<file path="config.mk">
export PLATFORM = sky130hd
export DESIGN_NAME = seq_controller_flat
export DESIGN_NICKNAME = d
export VERILOG_FILES = /design/src/rtl/seq_controller_if.sv /design/src/rtl/seq_controller.sv /design/src/flat_wrapper.sv
export SDC_FILE = /design/constraint.sdc
export NUM_CORES = 1
export LEC_CHECK = 0
export ABC_AREA = 1
export CAP_MARGIN = 20
export CORE_MARGIN = 2
export CORE_UTILIZATION = 30
export DETAILED_ROUTE_END_ITERATION = 6
export SYNTH_ARGS = -nofsm -noshare
export SYNTH_HDL_FRONTEND = slang
export SYNTH_SLANG_ARGS = --single-unit
</file>
<file path="constraint.sdc">
create_clock -name clk -period 2.7 [get_ports clk]
set_input_delay 0.54 -clock clk [delete_from_list [all_inputs] [get_ports clk]]
set_output_delay 0.54 -clock clk [all_outputs]
set_load 0.005 [all_outputs]
</file>
<file path="src/rtl/seq_controller_if.sv">
// seq_controller_if: instruction-fetch handshake and datapath strobes of seq_controller.
interface seq_controller_if #(
   parameter int DATA_W = 10,
   parameter int REG_AW = 2,
   parameter int COUNT_W = 16
);
   logic instr_valid, stall, instr_ready, IRin, Ext, ENR, ENW, Ain, Gin, Gout, immediate, done, illegal;
   logic [DATA_W-1:0] instr, IMM;
   logic [REG_AW-1:0] Rout, Rin;
   logic [3:0] ALUcont;
   logic [1:0] step;
   logic [COUNT_W-1:0] instr_count;
   modport master(
      input instr_valid, instr, stall,
      output instr_ready, IRin, Ext, ENR, ENW, Rout, Rin, Ain, Gin, Gout, ALUcont, immediate, IMM, done,
      illegal, step, instr_count
   );
   modport slave(
      output instr_valid, instr, stall,
      input instr_ready, IRin, Ext, ENR, ENW, Rout, Rin, Ain, Gin, Gout, ALUcont, immediate, IMM, done,
      illegal, step, instr_count
   );
endinterface

</file>
<file path="src/rtl/seq_controller.sv">
// seq_controller: instruction register, T0..T3 sequencer and decode of datapath strobes.
module seq_controller #(
   parameter int DATA_W = 10,
   parameter int REG_AW = 2,
   parameter int IMM_SIGNED = 0,
   parameter int COUNT_W = 16
) (
   input logic clk,
   input logic rst_n,
   seq_controller_if.master bus
);
   localparam int IW = DATA_W - 2 - REG_AW;
   typedef enum logic [1:0] {T0, T1, T2, T3} step_t;
   step_t step_q, step_d;
   logic [DATA_W-1:0] ir_q, ir_d;
   logic [COUNT_W-1:0] cnt_q, cnt_d;
   logic [1:0] cls;
   logic [REG_AW-1:0] rx, ry;
   logic [3:0] op;
   logic [IW-1:0] imm;
   logic t0, t1, t2, t3, act, accept;
   logic is_rr, is_imm, load, copy, un, bin, ill;
   logic wr_rx, rd_rx, rd_ry, alu_op, fin;
   assign cls = ir_q[DATA_W-1 -: 2];
   assign rx = ir_q[DATA_W-3 -: REG_AW];
   assign ry = ir_q[DATA_W-3-REG_AW -: REG_AW];
   assign op = ir_q[3:0];
   assign imm = ir_q[IW-1:0];
   assign is_rr = cls == 2'b00;
   assign is_imm = cls[1];
   assign load = is_rr && op == 4'd0;
   assign copy = is_rr && op == 4'd1;
   assign un = is_rr && (op == 4'd4 || op == 4'd5);
   assign bin = is_rr && (op inside {4'd2, 4'd3, [4'd6:4'd11]});
   assign ill = cls == 2'b01 || (is_rr && op >= 4'd12);
   assign t0 = step_q == T0;
   assign t1 = step_q == T1;
   assign t2 = step_q == T2;
   assign t3 = step_q == T3;
   assign act = !bus.stall;
   assign accept = t0 && act && bus.instr_valid;
   // Register selects and ALU code survive a stall; only the enables are gated by act.
   assign wr_rx = (t1 && (load || copy)) || (t2 && un) || t3;
   assign rd_ry = (t1 && (copy || un)) || (t2 && bin);
   assign rd_rx = t1 && (bin || is_imm);
   assign alu_op = (t1 && un) || (t2 && bin);
   assign fin = (t1 && (load || copy || ill)) || (t2 && un) || t3;
   assign bus.instr_ready = t0 && act;
   assign bus.IRin = accept;
   assign bus.Ext = accept || (act && t1 && load);
   assign bus.ENR = act && (rd_rx || rd_ry);
   assign bus.ENW = act && wr_rx;
   assign bus.Rout = rd_ry ? ry : rd_rx ? rx : '0;
   assign bus.Rin = wr_rx ? rx : '0;
   assign bus.Ain = act && rd_rx;
   assign bus.Gin = act && ((t1 && un) || (t2 && (bin || is_imm)));
   assign bus.Gout = act && ((t2 && un) || t3);
   assign bus.ALUcont = alu_op ? op : (t2 && is_imm) ? {3'b001, cls[0]} : 4'd0;
   assign bus.immediate = act && t2 && is_imm;
   assign bus.IMM = !is_imm ? '0 :
                    IMM_SIGNED != 0 ? {{(DATA_W-IW){imm[IW-1]}}, imm} : {{(DATA_W-IW){1'b0}}, imm};
   assign bus.done = act && fin;
   assign bus.illegal = act && t1 && ill;
   assign bus.step = step_q;
   assign bus.instr_count = cnt_q;
   assign step_d = accept ? T1 : (t0 || !act) ? step_q : fin ? T0 : step_t'(step_q + 2'd1);
   assign ir_d = accept ? bus.instr : ir_q;
   assign cnt_d = cnt_q + COUNT_W'(act && fin && !ill);
   always_ff @(posedge clk or negedge rst_n)
      if (!rst_n) begin
         step_q <= T0;
         ir_q <= '0;
         cnt_q <= '0;
      end else begin
         step_q <= step_d;
         ir_q <= ir_d;
         cnt_q <= cnt_d;
      end
endmodule
</file>
<file path="src/flat_wrapper.sv">
// flat-port wrapper written by rule: the top's interface ports become plain ports
module seq_controller_flat 
#(
   parameter int DATA_W = 10,
   parameter int REG_AW = 2,
   parameter int IMM_SIGNED = 0,
   parameter int COUNT_W = 16
)
  (clk, rst_n, bus_instr_valid, bus_instr, bus_stall, bus_instr_ready, bus_IRin, bus_Ext, bus_ENR, bus_ENW, bus_Rout, bus_Rin, bus_Ain, bus_Gin, bus_Gout, bus_ALUcont, bus_immediate, bus_IMM, bus_done, bus_illegal, bus_step, bus_instr_count);
  seq_controller_if #(.DATA_W(DATA_W), .REG_AW(REG_AW), .COUNT_W(COUNT_W)) bus_i ();
  input logic clk;
  input logic rst_n;
  input wire logic [$bits(bus_i.instr_valid)-1:0] bus_instr_valid;
  input wire logic [$bits(bus_i.instr)-1:0] bus_instr;
  input wire logic [$bits(bus_i.stall)-1:0] bus_stall;
  output wire logic [$bits(bus_i.instr_ready)-1:0] bus_instr_ready;
  output wire logic [$bits(bus_i.IRin)-1:0] bus_IRin;
  output wire logic [$bits(bus_i.Ext)-1:0] bus_Ext;
  output wire logic [$bits(bus_i.ENR)-1:0] bus_ENR;
  output wire logic [$bits(bus_i.ENW)-1:0] bus_ENW;
  output wire logic [$bits(bus_i.Rout)-1:0] bus_Rout;
  output wire logic [$bits(bus_i.Rin)-1:0] bus_Rin;
  output wire logic [$bits(bus_i.Ain)-1:0] bus_Ain;
  output wire logic [$bits(bus_i.Gin)-1:0] bus_Gin;
  output wire logic [$bits(bus_i.Gout)-1:0] bus_Gout;
  output wire logic [$bits(bus_i.ALUcont)-1:0] bus_ALUcont;
  output wire logic [$bits(bus_i.immediate)-1:0] bus_immediate;
  output wire logic [$bits(bus_i.IMM)-1:0] bus_IMM;
  output wire logic [$bits(bus_i.done)-1:0] bus_done;
  output wire logic [$bits(bus_i.illegal)-1:0] bus_illegal;
  output wire logic [$bits(bus_i.step)-1:0] bus_step;
  output wire logic [$bits(bus_i.instr_count)-1:0] bus_instr_count;
  assign bus_i.instr_valid = bus_instr_valid;
  assign bus_i.instr = bus_instr;
  assign bus_i.stall = bus_stall;
  assign bus_instr_ready = bus_i.instr_ready;
  assign bus_IRin = bus_i.IRin;
  assign bus_Ext = bus_i.Ext;
  assign bus_ENR = bus_i.ENR;
  assign bus_ENW = bus_i.ENW;
  assign bus_Rout = bus_i.Rout;
  assign bus_Rin = bus_i.Rin;
  assign bus_Ain = bus_i.Ain;
  assign bus_Gin = bus_i.Gin;
  assign bus_Gout = bus_i.Gout;
  assign bus_ALUcont = bus_i.ALUcont;
  assign bus_immediate = bus_i.immediate;
  assign bus_IMM = bus_i.IMM;
  assign bus_done = bus_i.done;
  assign bus_illegal = bus_i.illegal;
  assign bus_step = bus_i.step;
  assign bus_instr_count = bus_i.instr_count;
  seq_controller #(.DATA_W(DATA_W), .REG_AW(REG_AW), .IMM_SIGNED(IMM_SIGNED), .COUNT_W(COUNT_W)) u_core (.clk(clk), .rst_n(rst_n), .bus(bus_i));
endmodule
</file>
==> impl_summary.txt, run 1 <==
----------------------------------------------------
[Outcome]
  Run status ... completed

[Setup path]
  Crit-path most repeated cell ... clkdlybuf4s50_1
  Ordered list of cells on the worst path ... clkdlybuf4s50_1, inv_1, nand2_1, o31ai_1, clkdlybuf4s50_1
  Launching element type of the critical path ... input pin
  Required time worst endpoint ... 2160 ps
  Crit path arrival time ... ~2100 ps
  Type of element capturing the critical path ... output pin
  Worst path max stage delay ... 550 ps
  Highest fanout seen on the critical path ... 5
  Slowest stage cell, crit path ... clkdlybuf4s50_1
  WS Path Type ... in2out

[Power and ir drop]
  Part of the power in the clock network ... 16.2%
  Switching power total ... 0.806 mW
  Switching share of power ... slightly below 40%
  Max VDD drop ... 0.387 mV
  Internal cell power ... around 1.3 mW
  Portion of total power attributed to combinational logic ... between 40 and 50%
  Pwr dens ... about 840 nW/um^2
  P_leak ... around 1.2 nW
  Power share of the sequential group ... between 30% and 40%

[Synth]
  Netlist area before placement ... approximately 1700 um^2
  Post-synthesis cell count ... between 200 and 250
  Proportion of synthesized area in mux cells ... 0%
  Syn_area_per_cell ... a little under 8 um^2
  Share of Yosys cell area claimed by the top area cell type ... between 40% and 50%
  Number of flip-flops and latches in the synthesized netlist ... 28
  Cell variety after synth ... 28
  Main combinational cell family by area after synthesis ... simple AND/OR/NAND/NOR gates
  Most used DFF post-synth ... dfrtp_1
  Library cell with the largest summed area after synthesis ... dfrtp_1
  Share of flip-flops with an asynchronous set or reset ... 100%
  Xor/xnor share of the synthesized area ... between 5 and 6%
  Number of enable flip-flop cells after synthesis ... 0
  Synth Area in Compound Gates ... approximately 5.7%
  Leading post-synthesis cells by cell area ... dfrtp_1, nand2_1, inv_1
  Fraction of the mapped netlist area in simple logic gates ... about a third
  Number of synthesis warnings ... 0
  Arithmetic-cell share of the synthesized area counting full adders, half adders and majority gates ... 4.32%
  Register area share after synthesis ... approximately two fifths

[Floorplanning]
  Placeable core area ... ~5500 um^2
  Width of the chip ... 80.1 um
  Boundary pin count ... approximately 60
  Row Count ... 27
  Die area ... roughly 6400 um^2
  Die extent in y ... about 80 um
  Starting Density ... between 30% and 40%

[Timing]
  Skew final ... between 3 and 4 ps
  Share of the clock period used by the worst path ... between 90% and 100%
  Final-report max-slew violation count ... 0
  RSZ-0062 raised after global routing ... no
  Peak Freq ... 382 MHz
  Final setup violation count ... 0
  Aggregate negative setup slack ... 0 ps
  Hold violation total from the final report ... 0
  Crit path setup slack, layout ... between 80 and 90 ps
  Min Clock Period, post-route ... ~2600 ps

[Route]
  Final routed wire length divided by cell count ... 11.1 um
  Antenna violation net count after detailed routing ... 0
  Drt via density ... between 4 and 5
  Pre-antenna DRT Iters ... 4
  DRT iter0 DRCs ... 44
  Routed via count ... 1552
  Total Routed Length ... around 4000 um
  Drc violations ... 0

[Finish]
  Nets ... just over 300
  N_diodes ... 0
  Area overhead of the layout relative to synthesis ... 42.2%
  Utilization of the core after routing ... around 45%
  Share of layout cells above drive strength 1 ... 12.6%
  Filler cell count in the final layout ... around 570

[Clock tree]
  Hold-fix buffer count after cts ... 0
  Clock slew at reported path FFs ... approximately 100 ps
  CTS tree ... built
  Total number of clock tree sinks ... 28
  Number of buffers created by CTS ... 3
  Clk Latency, worst-skew pair ... ~280 ps
  Clock Tree Root ... clkbuf_8
  Number of H-tree branching levels ... 1
  Maximum root-to-sink buffer count ... 2

[GRT]
  Total global-route track usage ... a little over an eighth
  Via count of the first global-routing pass ... around 1600
  Initial antenna violation count ... 0
  Pin count of the biggest net entering global routing ... 29
  Overflow after GRT ... 0
  Global-route wire length before repair ... 6780 um

[Placed design]
  Estimated wirelength of the detail-placed design ... around 3100 um
  Pre-CTS setup slack ... approximately 96 ps
  Final weighted congestion in routability-driven placement ... between 0.7 and 0.8
  IO buf count ... 56

[Worst hold path]
  Class of the tightest hold or removal check ... reg2reg

[Flow run]
  Max-cap violation count ... 0

----------------------------------------------------
==> cells by family after synthesis <==
logic type,after synthesis
buf+inv,46
simple gates,117
xor+xnor,10
other cells,1
compound gates,17
flops,28
fa+ha+maj,6
==> synthesized netlist by cell type, types with 2 or more instances <==
library cell and number:
buf_4 4, o21ai_1 4, inv_1 37, inv_2 2
nand3_1 11, nor3_2 2, xor2_1 7, nand4_2 2
dfrtp_1 28, nor2_2 3, o21ai_2 2, xnor2_1 3
buf_6 3, nand2_2 6, nand4_1 6, nand2_1 63
nand3b_1 2, nor2_1 15, ha_1 6, o21ai_0 7
nor3_1 4, a21oi_1 2
==> state kept, by name (all words and copies together) (netlist names) <==
| signal | cells |
|---|---|
| u_core.bus.instr_count | 16 |
| u_core.ir_q | 10 |
| u_core.bus.step | 2 |
==> worst paths after layout <==
check / startpoint / cells past startpoint / end / slack [ps]
min in group asynchronous: rst_n / 2 / u_core.bus.instr_count[3]$_DFF_PN0_ / 640
max in group asynchronous: rst_n / 2 / u_core.bus.step[0]$_DFFE_PN0P_ / 1770
min: u_core.bus.instr_count[15]$_DFF_PN0_ / 2 / u_core.bus.instr_count[15]$_DFF_PN0_ / 510
max reg2reg: u_core.bus.step[0]$_DFFE_PN0P_ / 13 / u_core.bus.instr_count[14]$_DFF_PN0_ / 410
min reg2reg: u_core.bus.instr_count[15]$_DFF_PN0_ / 2 / u_core.bus.instr_count[15]$_DFF_PN0_ / 510
max: bus_stall / 5 / bus_Ext / 80
==> area by class of cell <==
type	count	area [um^2]	area share (%)
Sequential cell	28	704	28.5
Tap cell	72	90.1	3.64
Clock inverter	1	30.0	1.21
Multi-Input combinational cell	154	862	34.9
Clock buffer	3	41.3	1.67
Inverter	39	146	5.92
Timing Repair Buffer	61	598	24.2
==> cells in the final DEF (no fill, tap or decap), drive strengths merged <==
cell type,count
clkbuf,3
nor2,20
inv,39
ha,6
xor2,7
clkdlybuf4s50,56
nand2,69
nand3,12
dfrtp,28
o31ai,1
a21oi,3
nand4,8
conb,4
nor3,6
o21ai,13
nand3b,2
buf,5
xnor2,3
bufinv,1
==> stage by stage <==
stage / hold slack (ps) / area, um^2 / power, mW / cells
detailed placement: 486 / 2360 / 1.70 / 352
global placement: 479 / 2360 / 1.70 / 352
finish: 508 / 2470 / 2.07 / 358
global route: 547 / 2470 / 2.25 / 358
CTS: 510 / 2430 / 2.05 / 356
floorplan: 244 / 1750 / 1.24 / 228
==> routing by layer <==
layer,routed length (um),GRT usage [%],vias up
met1,1780,16.1,690
met4,23,1.86,0
met2,1870,23.1,49
met5,0,0,-
met3,317,4.83,4
li1,-,-,809
==> worst max-delay path: cells and delay by family <==
family          cells  cell delay (ps)
buf+inv             3             1160
compound gates      1              280
simple gates        1               90
==> power groups by stage <==
stage	registers [mW]	logic [mW]	clock network, mW
2_1_floorplan	0.673	0.566	0
3_3_place_gp	0.723	0.978	0
3_5_place_dp	0.722	0.982	0
4_1_cts	0.715	0.990	0.347
5_1_grt	0.737	1.15	0.362
6_report	0.714	1.02	0.335
==> timing repair <==
action                     CTS  global route
setup buffers                0             2
hold endpoints to repair     0             0
setup endpoints to repair    0            13
gates resized for setup      0             8
Note: power is estimated with default switching activity, not from simulation.
==> run 2, diff against run 1 <==
--- a/config.mk
+++ b/config.mk
@@ -10,6 +10,7 @@
 export CORE_MARGIN = 2
 export CORE_UTILIZATION = 30
 export DETAILED_ROUTE_END_ITERATION = 6
+export SETUP_SLACK_MARGIN = 0.05
 export SYNTH_ARGS = -nofsm -noshare
 export SYNTH_HDL_FRONTEND = slang
 export SYNTH_SLANG_ARGS = --single-unit
==> constraint.sdc (replaced) <==
create_clock -name clk -period 3.2 [get_ports clk]
set_input_delay 0.64 -clock clk [delete_from_list [all_inputs] [get_ports clk]]
set_output_delay 0.64 -clock clk [all_outputs]
set_load 0.005 [all_outputs]
==> impl_summary.txt, run 2 (synthesis results as in run 1) <==
----------------------------------------------------
[Outcome]
  Run status ... completed

[Power and ir drop]
  Pwr dens ... 702 nW/um^2 (-16%)
  Max VDD drop ... 0.338 mV (-13%)
  P_leak ... 1.23 nW (-0.96%)

[Setup path]
  WS Path Type ... in2out
  Required time worst endpoint ... 2560 ps (+400 ps)
  Launching element type of the critical path ... input pin
  Worst path max stage delay ... 550 ps (about the same)
  Type of element capturing the critical path ... output pin
  Critical path buffers and inverters ... 3 (unchanged)
  Gate family responsible for the most delay along the worst path ... buffers and inverters
  Crit path arrival time ... 2250 ps (+170 ps)
  Highest fanout seen on the critical path ... 5 (unchanged)
  Slowest stage cell, crit path ... clkdlybuf4s50_1
  Crit-path most repeated cell ... clkdlybuf4s50_1
  Ordered list of cells on the worst path ... clkdlybuf4s50_1, inv_1, nand2_1, o31ai_1, clkdlybuf4s50_1

[Timing]
  Hold violation total from the final report ... 0 (unchanged)
  Share of the clock period used by the worst path ... between 90% and 100%
  Worst-case hold slack ... 506 ps (-1.41 ps)
  Final setup violation count ... 0 (unchanged)
  RSZ-0062 raised after global routing ... no
  Skew final ... 7.38 ps (+3.41 ps)
  Aggregate negative setup slack ... 0 ps (unchanged)
  Min Clock Period, post-route ... around 2900 ps
  Final-report max-slew violation count ... 0 (unchanged)
  Peak Freq ... approximately 350 MHz

[Finish]
  N_diodes ... 0 (unchanged)
  Nets ... 304 (-0.98%)
  Share of layout cells above drive strength 1 ... 9.54% (-3.0 points)
  Final standard cell area without fillers ... 2420 um^2 (-2.0%)
  Commonest cells after routing, fill and taps aside ... nand2_1, clkdlybuf4s50_1, inv_1, dfrtp_1, nor2_1
  Number of flip-flops under the largest register name ... 16 (unchanged)
  Most frequent standard cell in the layout excluding fill and tap cells ... nand2_1
  Area overhead of the layout relative to synthesis ... 39.4%

[Clock tree]
  Number of H-tree branching levels ... 1 (unchanged)
  Clock slew at reported path FFs ... 90 ps (about the same)
  CTS tree ... built
  Number of gates resized after cts ... 0 (unchanged)
  Clk Latency, worst-skew pair ... 270 ps (about the same)
  Number of buffers created by CTS ... 3 (unchanged)
  Clock Tree Root ... clkbuf_8
  Post-CTS setup repair buffer count ... 0 (unchanged)
  Maximum root-to-sink buffer count ... 2 (unchanged)
  Hold-fix buffer count after cts ... 0 (unchanged)
  Total number of clock tree sinks ... 28 (unchanged)

[Route]
  Drt via density ... 4.46 (+3.0%)
  Antenna violation net count after detailed routing ... 0 (unchanged)
  Final routed wire length divided by cell count ... 11.4 um (+2.7%)
  Drc violations ... 0 (unchanged)
  Routed via count ... 1585 (+2.1%)
  Pre-antenna DRT Iters ... 4 (unchanged)
  DRT iter0 DRCs ... 75 (+70%)
  Total Routed Length ... 4060 um (+1.8%)

[Placed design]
  Post-placement cell area ... 2350 um^2 (-0.32%)
  IO buf count ... 56 (unchanged)
  Final weighted congestion in routability-driven placement ... 0.817 (+3.5%)
  Estimated wirelength of the detail-placed design ... 3230 um (+2.8%)

[GRT]
  Via count of the first global-routing pass ... 1555 (-0.96%)
  Global-route wire length before repair ... 6840 um (+0.91%)
  Pin count of the biggest net entering global routing ... 29 (unchanged)
  Overflow after GRT ... 0 (unchanged)
  Total global-route track usage ... 13.5% (+0.19 points)
  Initial antenna violation count ... 0 (unchanged)

[Worst hold path]
  Class of the tightest hold or removal check ... reg2reg

[Flow run]
  Max-cap violation count ... 0 (unchanged)

[Floorplanning]
  Boundary pin count ... 61 (unchanged)
  Starting Density ... 31.4% (unchanged)
  Die extent in y ... 80.1 um (unchanged)
  Die area ... 6420 um^2 (unchanged)
  Row Count ... 27 (unchanged)
  Width of the chip ... 80.1 um (unchanged)
  Placeable core area ... 5540 um^2 (unchanged)

----------------------------------------------------
==> run 2: cell count changes in the layout (fill, tap and decap cells not counted), sizes merged <==
| cell | previous run | this run |
|---|---|---|
| buf | 5 | 2 |
==> run 2: worst paths after layout <==
| check | endpoint | slack, ps | cells past startpoint | from |
|---|---|---|---|---|
| setup / recovery | bus_Ext | 310 | 5 | bus_stall |
| hold / removal | u_core.bus.instr_count[15]$_DFF_PN0_ | 510 | 2 | u_core.bus.instr_count[15]$_DFF_PN0_ |
| setup reg to reg | u_core.bus.instr_count[14]$_DFF_PN0_ | 780 | 13 | u_core.bus.step[1]$_DFFE_PN0P_ |
| hold reg to reg | u_core.bus.instr_count[15]$_DFF_PN0_ | 510 | 2 | u_core.bus.instr_count[15]$_DFF_PN0_ |
| max in group asynchronous | u_core.ir_q[5]$_DFFE_PN0P_ | 2180 | 2 | rst_n |
| min in group asynchronous | u_core.bus.instr_count[3]$_DFF_PN0_ | 750 | 2 | rst_n |
==> run 2: where the power goes <==
part / total, mW / internal (mW) / leakage [nW] / switching, mW
Combinational: 0.822 / 0.410 / 0.851 / 0.412
Clock: 0.276 / 0.167 / 0.0357 / 0.109
Sequential: 0.605 / 0.458 / 0.341 / 0.146
==> run 2: metal layers <==
layer / routed length [um] / share of wire [%] / track usage (%)
met4: 12 / 0.30 / 2.71
met3: 262 / 6.4 / 2.81
met1: 1810 / 45 / 17.4
met2: 1970 / 49 / 23.3
met5: 0 / 0 / 0
==> run 2: final cells by class <==
cell class / instances / area, um^2
clock buffer: 3 / 41.3
clock inverter: 1 / 30.0
fill: 579 / 3120
tap: 72 / 90.1
multi-input combinational: 154 / 840
inverter: 39 / 146
sequential: 28 / 701
timing repair buffer: 58 / 576
==> run 2: stage by stage <==
stage | power [mW] | cells | setup WS (ps) | utilization (%)
floorplan | 1.05 | 228 | 1120 | -
global placement | 1.44 | 351 | 363 | 42.5
detailed placement | 1.44 | 351 | 329 | 42.5
CTS | 1.73 | 355 | 307 | 43.7
global route | 1.86 | 355 | 230 | 43.7
finish | 1.70 | 355 | 314 | 43.7
==> run 2: worst min-delay path: stages (launching register included) <==
cell and delay, ps:
dfrtp_1 380, nand2_1 60, nand2_1 40
